**src/rtl/comp_pkg.sv**
```systemverilog
// Shared definitions for the two's-complement / sign-magnitude converters.
package comp_pkg;

    typedef enum logic [1:0] {
        ST_IDLE  = 2'd0,
        ST_SHIFT = 2'd1,
        ST_DONE  = 2'd2
    } comp_state_t;

    // Sign-magnitude code (width bits, MSB = sign) to two's complement.
    // Negative zero maps to zero.
    function automatic logic [31:0] sm_to_comp(input logic [31:0] sm, input int unsigned width);
        logic [31:0] mask;
        logic [31:0] mag;
        logic [31:0] word_mask;
        mask      = (32'h1 << (width - 1)) - 32'h1;
        word_mask = (mask << 1) | 32'h1;
        mag       = sm & mask;
        if (sm[width-1]) begin
            return (~mag + 32'h1) & word_mask;
        end
        return mag;
    endfunction

    // True when a sign-magnitude code is the negative-zero pattern.
    function automatic logic is_neg_zero(input logic [31:0] sm, input int unsigned width);
        logic [31:0] mask;
        mask = (32'h1 << (width - 1)) - 32'h1;
        return sm[width-1] && ((sm & mask) == 32'h0);
    endfunction

endpackage

```
**src/rtl/neg_bit_cell.sv**
```systemverilog
// One step of LSB-first serial negation: bits pass through until the first
// one has been seen, every later bit is inverted.
module neg_bit_cell (
    input  logic b,
    input  logic seen_one,
    output logic out_bit,
    output logic seen_one_next
);

    assign out_bit       = seen_one ? ~b : b;
    assign seen_one_next = seen_one | b;

endmodule

```
**src/rtl/comp_to_abs_serial.sv**
```systemverilog
// Two's complement to sign-magnitude converter. Non-negative words pass
// straight through; negative words are negated one magnitude bit per cycle.
//
// state    | meaning
// ---------+------------------------------------------------------------
// ST_IDLE  | in_ready high, waiting for a word
// ST_SHIFT | negating magnitude bits 0..DATA_WIDTH-2, one per cycle
// ST_DONE  | out_valid high, result held until the consumer takes it
module comp_to_abs_serial
    import comp_pkg::*;
#(
    parameter int DATA_WIDTH = 4
) (
    input  logic                  clk,
    input  logic                  rst,
    input  logic                  in_valid,
    output logic                  in_ready,
    input  logic [DATA_WIDTH-1:0] in_data,
    output logic                  out_valid,
    input  logic                  out_ready,
    output logic [DATA_WIDTH-1:0] out_data,
    output logic                  out_ovf
);

    localparam int MW = DATA_WIDTH - 1;
    localparam int CW = $clog2(DATA_WIDTH);
    localparam logic [CW-1:0] CNT_LAST = CW'(DATA_WIDTH - 2);

    comp_state_t   state;
    comp_state_t   nxt;
    logic [MW-1:0] mag_q;
    logic [MW-1:0] mag_fin;
    logic [CW-1:0] cnt_q;
    logic          sign_q;
    logic          seen_one_q;
    logic          bit_in;
    logic          bit_out;
    logic          seen_next;
    logic          accept;
    logic          last_bit;

    assign accept   = in_valid && in_ready;
    assign last_bit = (cnt_q == CNT_LAST);
    assign bit_in   = mag_q[cnt_q];

    neg_bit_cell u_neg_bit_cell (
        .b             (bit_in),
        .seen_one      (seen_one_q),
        .out_bit       (bit_out),
        .seen_one_next (seen_next)
    );

    // Magnitude with the bit under the counter replaced by its negated value.
    always_comb begin
        mag_fin        = mag_q;
        mag_fin[cnt_q] = bit_out;
    end

    // State register.
    always_ff @(posedge clk or posedge rst) begin
        if (rst) begin
            state <= ST_IDLE;
        end else begin
            state <= nxt;
        end
    end

    // Next-state decode.
    always_comb begin
        nxt = state;
        case (state)
            ST_IDLE: begin
                if (accept) begin
                    nxt = in_data[DATA_WIDTH-1] ? ST_SHIFT : ST_DONE;
                end
            end
            ST_SHIFT: begin
                if (last_bit) begin
                    nxt = ST_DONE;
                end
            end
            ST_DONE: begin
                if (out_valid && out_ready) begin
                    nxt = ST_IDLE;
                end
            end
            default: nxt = ST_IDLE;
        endcase
    end

    // Handshake flags registered from the next state so they read low during reset.
    always_ff @(posedge clk or posedge rst) begin
        if (rst) begin
            in_ready  <= 1'b0;
            out_valid <= 1'b0;
        end else begin
            in_ready  <= (nxt == ST_IDLE);
            out_valid <= (nxt == ST_DONE);
        end
    end

    // Input capture, serial negation and result registers.
    always_ff @(posedge clk or posedge rst) begin
        if (rst) begin
            mag_q      <= '0;
            sign_q     <= 1'b0;
            cnt_q      <= '0;
            seen_one_q <= 1'b0;
            out_data   <= '0;
            out_ovf    <= 1'b0;
        end else begin
            case (state)
                ST_IDLE: begin
                    if (accept) begin
                        mag_q      <= in_data[MW-1:0];
                        sign_q     <= in_data[DATA_WIDTH-1];
                        cnt_q      <= '0;
                        seen_one_q <= 1'b0;
                        if (!in_data[DATA_WIDTH-1]) begin
                            out_data <= in_data;
                            out_ovf  <= 1'b0;
                        end
                    end
                end
                ST_SHIFT: begin
                    mag_q      <= mag_fin;
                    seen_one_q <= seen_next;
                    if (!last_bit) begin
                        cnt_q <= cnt_q + 1'b1;
                    end else if (seen_next) begin
                        out_data <= {sign_q, mag_fin};
                        out_ovf  <= 1'b0;
                    end else begin
                        // Most negative value: no magnitude fits, saturate.
                        out_data <= '1;
                        out_ovf  <= 1'b1;
                    end
                end
                default: begin
                end
            endcase
        end
    end

endmodule
```
**config.mk**
```make
export PLATFORM = sky130hd
export DESIGN_NAME = comp_to_abs_serial
export DESIGN_NICKNAME = d
export VERILOG_FILES = /design/src/rtl/comp_pkg.sv /design/src/rtl/neg_bit_cell.sv /design/src/rtl/comp_to_abs_serial.sv
export SDC_FILE = /design/constraint.sdc
export NUM_CORES = 1
export LEC_CHECK = 0
export ABC_CLOCK_PERIOD_IN_PS = 2000
export CAP_MARGIN = 20
export CORE_UTILIZATION = 32
export DETAILED_ROUTE_END_ITERATION = 10
export PLACE_DENSITY_LB_ADDON = 0.05
export SETUP_SLACK_MARGIN = 0.3
export SLEW_MARGIN = 10
export SYNTH_ARGS = -nofsm -noshare
export SYNTH_HDL_FRONTEND = slang
export SYNTH_SLANG_ARGS = --single-unit
```
**constraint.sdc**
```tcl
create_clock -name clk -period 2 [get_ports clk]
set_input_delay 0.5 -clock clk [delete_from_list [all_inputs] [get_ports clk]]
set_output_delay 0.5 -clock clk [all_outputs]
set_load 0.01 [all_outputs]
```
==> metrics.txt, run 1 <==
status=complete, no violations; Crit path required time=2.16 ns; Synth Area in Compound Gates=16.2%; CP Class=reg2reg; I/O Pins=15; Initial Util=34.9%; type of origin of the critical path=flip-flop; RSZ-0062 raised after global routing=true; FILL cells=265; actual slew at the worst max-slew pin=0.517 ns; mux cell area share after synthesis=11.7%; Synth Cell Area=896 um2; clock slew at reported path FFs=0.09 ns; Slowest-stage cell, CP=or3b_4; CP Max Fanout=4; Max Buffers Root-to-Sink=2; DRC errors left=0; Synth area leader=dfrtp_1; P_leak=0.568 nW; largest cells by area after synthesis=dfrtp_1 (45%), mux2i_1 (6.7%), ha_1 (5.6%); Rel. slew slack=65.5%; CTS Buf Count=3; Power, Total=1.65 mW; Synth Area in Adders=5.59%; worst hold slack=0.508 ns; post-synth top area share=44.7%; reg2reg start=cnt_q[0]$_DFFE_PP0P_; post-synthesis cell type count=29; xor/xnor share of the synthesized area=0%; crit-path most repeated cell=mux2i_1; final hold vios=0; Antenna diodes=0; max incr delay on CP=0.44 ns; FP Rows=18; synth warn=0; number of I/O port buffers=14; max-cap violations=0; predominant post-synthesis flop cell=dfrtp_1; # placed instances=127; CTS Root Cell=clkbuf_4; share of cells above drive strength 1=17.6%; Final HPWL DP=1.28 mm; Die ar.=3020 um2; worst ir drop on vdd=0.746 mV; main combinational cell family by area after synthesis=compound AO/OA/AOI/OAI gates; Final Skew=0.00478 ns; GPL Wtd Cong=0.825; Final Max Slew Viols=0; Hold-fix buffers, CTS=0; most frequent cell after synthesis=dfrtp_1; number of antenna violations at the first check in global routing=0; CORE AREA=2570 um2; Sink Count=16; Area Overhead vs Synth=28.1%; largest net degree at the start of global routing=17; Die H=54.9 um; Layout Cells excl Fill=132; Worst Hold Launch=sign_q$_DFFE_PP0P_; syn_area_per_cell=10.5 um2; area taken by multi-input logic gates=469 um2; post-place instance area=1060 um2; Arr. time, crit path=1.90 ns; CTS tree=yes; GRT overflow=0; Buf/Inv on CP=0; synth cell count leaders=dfrtp_1 (16), inv_1 (10), nor2_1 (10); family with the most delay on the worst path=simple AND/OR/NAND/NOR gates; register area share after synthesis=44.7%; H-tree depth=1; flops & latches, synth=16; Hold WC Path Type=reg2reg; Critical Path End Type=flip-flop; Setup-failing EPs final=0; Place WS=0.138 ns; final net count=116; Post-Synthesis Cells=85; EDFF count, synth=0; post-layout instance area=1150 um2; first-pass GRT wire length=2.95 mm; DRT Pass-1 Iters=4; Avg WL per Cell=13.5 um; max frequency=575 MHz; vias in the first global route=649; TNS Setup=0 ns; total number of vias=678; Reg area=400 um2; WL final=1.78 mm; Simple-Gate Fraction of Synth Area=14.9%; async set-or-reset flop fraction in the synthesized netlist=100%; syn_nets=97; fin crit share=86.9%; crit path cell chain=mux2i_1 > nor2_1 > a31oi_1 > ha_1 > or3b_4 > o22ai_2 > mux2i_1; Via density=5.14; fin util=44.7%; DR iter-0 viols=8; PwrDens=1440 nW/um2; Global Route Usage Sum=14.5%; post-route ant nets=0; minimum clock period=1.74 ns; later-pin clock latency in the skew report=0.28 ns; final worst slack=0.262 ns; CP startpoint=cnt_q[0]$_DFFE_PP0P_; die width=54.9 um
[registers in the layout, indices dropped and copies added, names as in the netlist]
name,count
out_valid,1
out_data,4
sign_q,1
in_ready,1
seen_one_q,1
state,2
out_ovf,1
mag_q,3
cnt_q,2
[power breakdown]
group / internal [mW] / total, mW / leakage [nW] / switching (mW)
Sequential: 0.466 / 0.588 / 0.200 / 0.123
Combinational: 0.471 / 0.895 / 0.354 / 0.424
Clock: 0.0697 / 0.167 / 0.0138 / 0.0968
Total: 1.01 / 1.65 / 0.568 / 0.644
[metal layers]
layer  global-route usage (%)  part of all wire (%)
met1                     19.4                    50
met4                     7.50                  0.67
met2                     21.3                    46
met5                        0                     0
met3                     3.83                   3.8
[cell usage in the layout, fill, tap and decap left out, drive strengths merged, types with 2 or more instances in the layout]
| cell | Yosys | layout |
|---|---|---|
| nand2 | 2 | 2 |
| nor2 | 10 | 10 |
| inv | 10 | 10 |
| o221ai | 2 | 2 |
| buf | 3 | 3 |
| clkdlybuf4s50 | 0 | 7 |
| mux2 | 4 | 4 |
| or2b | 2 | 2 |
| o21ai | 6 | 6 |
| clkbuf | 0 | 3 |
| mux2i | 6 | 6 |
| dfrtp | 16 | 16 |
| ha | 4 | 4 |
| dlymetal6s2s | 0 | 7 |
| o22ai | 3 | 3 |
| nand3b | 2 | 2 |
| o41ai | 3 | 3 |
| a21oi | 2 | 2 |
[path summary, 6_finish.rpt]
| path | endpoint | cells after the start | slack, ns |
|---|---|---|---|
| worst max-delay path | out_data[2]$_DFFE_PP0P_ | 7 | 0.26 |
| worst min-delay path | sign_q$_DFFE_PP0P_ | 1 | 0.51 |
| worst max register to register | out_data[2]$_DFFE_PP0P_ | 7 | 0.26 |
| worst min register to register | sign_q$_DFFE_PP0P_ | 1 | 0.51 |
| max in group asynchronous | out_data[0]$_DFFE_PP0P_ | 3 | 1.29 |
| min in group asynchronous | mag_q[1]$_DFFE_PP0P_ | 3 | 0.52 |
[layout make-up]
cell class	instances	share of cell area [%]
clock buffer	3	1.96
sequential	16	34.9
inverter	10	3.27
timing repair buffer	17	15.7
tap	30	3.27
multi-input combinational	56	40.9
[kinds of logic (layout without fill, tap and decap cells)]
| kind of cell | after synthesis | count (layout) |
|---|---|---|
| AOI/OAI and AO/OA | 20 | 20 |
| adders and majority gates | 4 | 4 |
| buffers and inverters | 13 | 30 |
| DFF | 16 | 16 |
| muxes | 10 | 10 |
| and+or+nand+nor | 22 | 22 |
[worst register-to-register path, cell delays in order, from the launching register on]
cell	delay [ns]
dfrtp_1	0.43
mux2i_1	0.13
nor2_1	0.08
a31oi_1	0.05
ha_1	0.24
or3b_4	0.44
o22ai_2	0.14
mux2i_1	0.10
[repair_timing]
item	CTS	global route
setup endpoints to repair	6	14
pin swaps	2	1
hold endpoints to repair	0	0
resized for setup	7	8
setup buffers	2	0
(Power assumes the default switching activity.)
==> run 2: changes to the inputs <==
- CTS_CLUSTER_DIAMETER: unset -> 50
- SKIP_CTS_REPAIR_TIMING: unset -> 1
==> metrics.txt, run 2 (same netlist as run 1, synthesis figures left out) <==
status=complete, no violations (unchanged); max-cap violations=0 (unchanged); biggest regs=out_data (4), mag_q (3) (unchanged); crit-path most repeated cell=mux2i_1 (unchanged); WL final=1.80 mm (was 1.78 mm); Global Route Usage Sum=14.4% (was 14.5%); CTS Root Cell=clkbuf_4 (unchanged); Initial Util=34.9% (unchanged); actual slew at the worst max-slew pin=0.522 ns (was 0.517 ns); max frequency=572 MHz (was 575 MHz); CTS Buf Count=3 (unchanged); vias in the first global route=637 (was 649); Setup-failing EPs final=0 (unchanged); number of I/O port buffers=14 (unchanged); GRT overflow=0 (unchanged); PwrDens=1440 nW/um2 (about the same); later-pin clock latency in the skew report=0.28 ns (about the same); I/O Pins=15 (unchanged); Crit path required time=2.16 ns (about the same); Layout Cells excl Fill=130 (was 132); RSZ-0062 raised after global routing=true (unchanged); fin crit share=87.3% (was 86.9%); Area Overhead vs Synth=26.5% (was 28.1%); Final Skew=0.00732 ns (was 0.00478 ns); DRC errors left=0 (unchanged); Die ar.=3020 um2 (unchanged); Largest Register=out_data (unchanged); Critical Path End Type=flip-flop (unchanged); CP Class=reg2reg (unchanged); H-tree depth=1 (unchanged); Place WS=0.138 ns (unchanged); CP Max Fanout=4 (unchanged); most common cell after layout, fill and taps aside=dfrtp_1 (unchanged); Die H=54.9 um (unchanged); DR iter-0 viols=8 (unchanged); Final HPWL DP=1.28 mm (unchanged); final hold vios=0 (unchanged); most frequent cells in the layout=dfrtp_1 (15), inv_1 (10), nor2_1 (8), clkdlybuf4s50_1 (7), dlymetal6s2s_1 (7) (was dfrtp_1 (16), inv_1 (10), nor2_1 (8), clkdlybuf4s50_1 (7), dlymetal6s2s_1 (7)); Antenna diodes=0 (unchanged); Sink Count=16 (unchanged); worst ir drop on vdd=0.737 mV (was 0.746 mV); DRT Pass-1 Iters=4 (unchanged); FP Rows=18 (unchanged); CORE AREA=2570 um2 (unchanged); Largest register FFs=4 (unchanged); GPL Wtd Cong=0.825 (unchanged); # placed instances=127 (unchanged); P_leak=0.557 nW (was 0.568 nW); final worst slack=0.253 ns (was 0.262 ns); minimum clock period=1.75 ns (was 1.74 ns); CTS tree=yes (unchanged); max incr delay on CP=0.44 ns (about the same); first-pass GRT wire length=2.92 mm (was 2.95 mm); Avg WL per Cell=13.8 um (was 13.5 um); Slowest-stage cell, CP=dfrtp_1 (was or3b_4); clock slew at reported path FFs=0.10 ns (was 0.09 ns); crit path cell chain=mux2i_1 > nor2_1 > a31oi_1 > ha_1 > or3b_4 > o22ai_2 > mux2i_1 (unchanged); Rel. slew slack=65.2% (was 65.5%); TNS Setup=0 ns (unchanged); final net count=114 (was 116); share of cells above drive strength 1=17.0% (was 17.6%); type of origin of the critical path=flip-flop (unchanged); Via density=5.10 (was 5.14); Hold WC Path Type=reg2reg (unchanged); total number of vias=663 (was 678); fin util=44.2% (was 44.7%); number of antenna violations at the first check in global routing=0 (unchanged); Final Max Slew Viols=0 (unchanged); die width=54.9 um (unchanged); Arr. time, crit path=1.90 ns (about the same); post-route ant nets=0 (unchanged); Max Buffers Root-to-Sink=2 (unchanged); largest net degree at the start of global routing=17 (unchanged)
## run 2: cell types whose count changed in the layout (fill, tap and decap cells not counted)
cell     before  now
dfrtp_1      16   15
buf_4         3    1
dfrtp_2       0    1
## run 2: power by group
group | leakage, nW | internal, mW | switching, mW
clock network | 0.0138 | 0.0697 | 0.0974
registers | 0.199 | 0.468 | 0.133
logic | 0.344 | 0.450 | 0.410
total | 0.557 | 0.987 | 0.641
## run 2: worst max-delay path: cells and delay by family, from the launching register on
family,cells,cell delay (ns)
compound gates,2,0.19
fa+ha+maj,1,0.24
flops,1,0.44
mux,2,0.23
simple gates,2,0.52
## run 2: stage by stage
step           hold slack (ns)  power, mW  area [um2]
2_1_floorplan            0.414       1.15         896
3_3_place_gp             0.492       1.41        1060
3_5_place_dp             0.495       1.40        1060
4_1_cts                  0.512       1.57        1080
5_1_grt                  0.540       1.77        1130
6_report                 0.508       1.63        1130
## run 2: layout make-up
cell class	count	area, um2
Clock buffer	3	22.5
Fill cell	266	1430
Inverter	10	37.5
Multi-Input combinational cell	56	469
Sequential cell	16	402
Tap cell	30	37.5
Timing Repair Buffer	15	165
## run 2: final timing paths
kind	endpoint	startpoint	cells after the start	slack, ns
max	out_data[2]$_DFFE_PP0P_	cnt_q[0]$_DFFE_PP0P_	7	0.25
min	sign_q$_DFFE_PP0P_	sign_q$_DFFE_PP0P_	1	0.51
max reg2reg	out_data[2]$_DFFE_PP0P_	cnt_q[0]$_DFFE_PP0P_	7	0.25
min reg2reg	sign_q$_DFFE_PP0P_	sign_q$_DFFE_PP0P_	1	0.51
max in group asynchronous	in_ready$_DFF_PP0_	rst	3	1.28
min in group asynchronous	mag_q[1]$_DFFE_PP0P_	rst	3	0.52
## run 2: layer usage
layer,share of wire [%],track usage (%),vias up
met2,45,21.1,16
li1,-,-,333
met3,4.6,3.83,2
met5,0,0,-
met4,0.67,7.50,0
met1,50,19.2,312
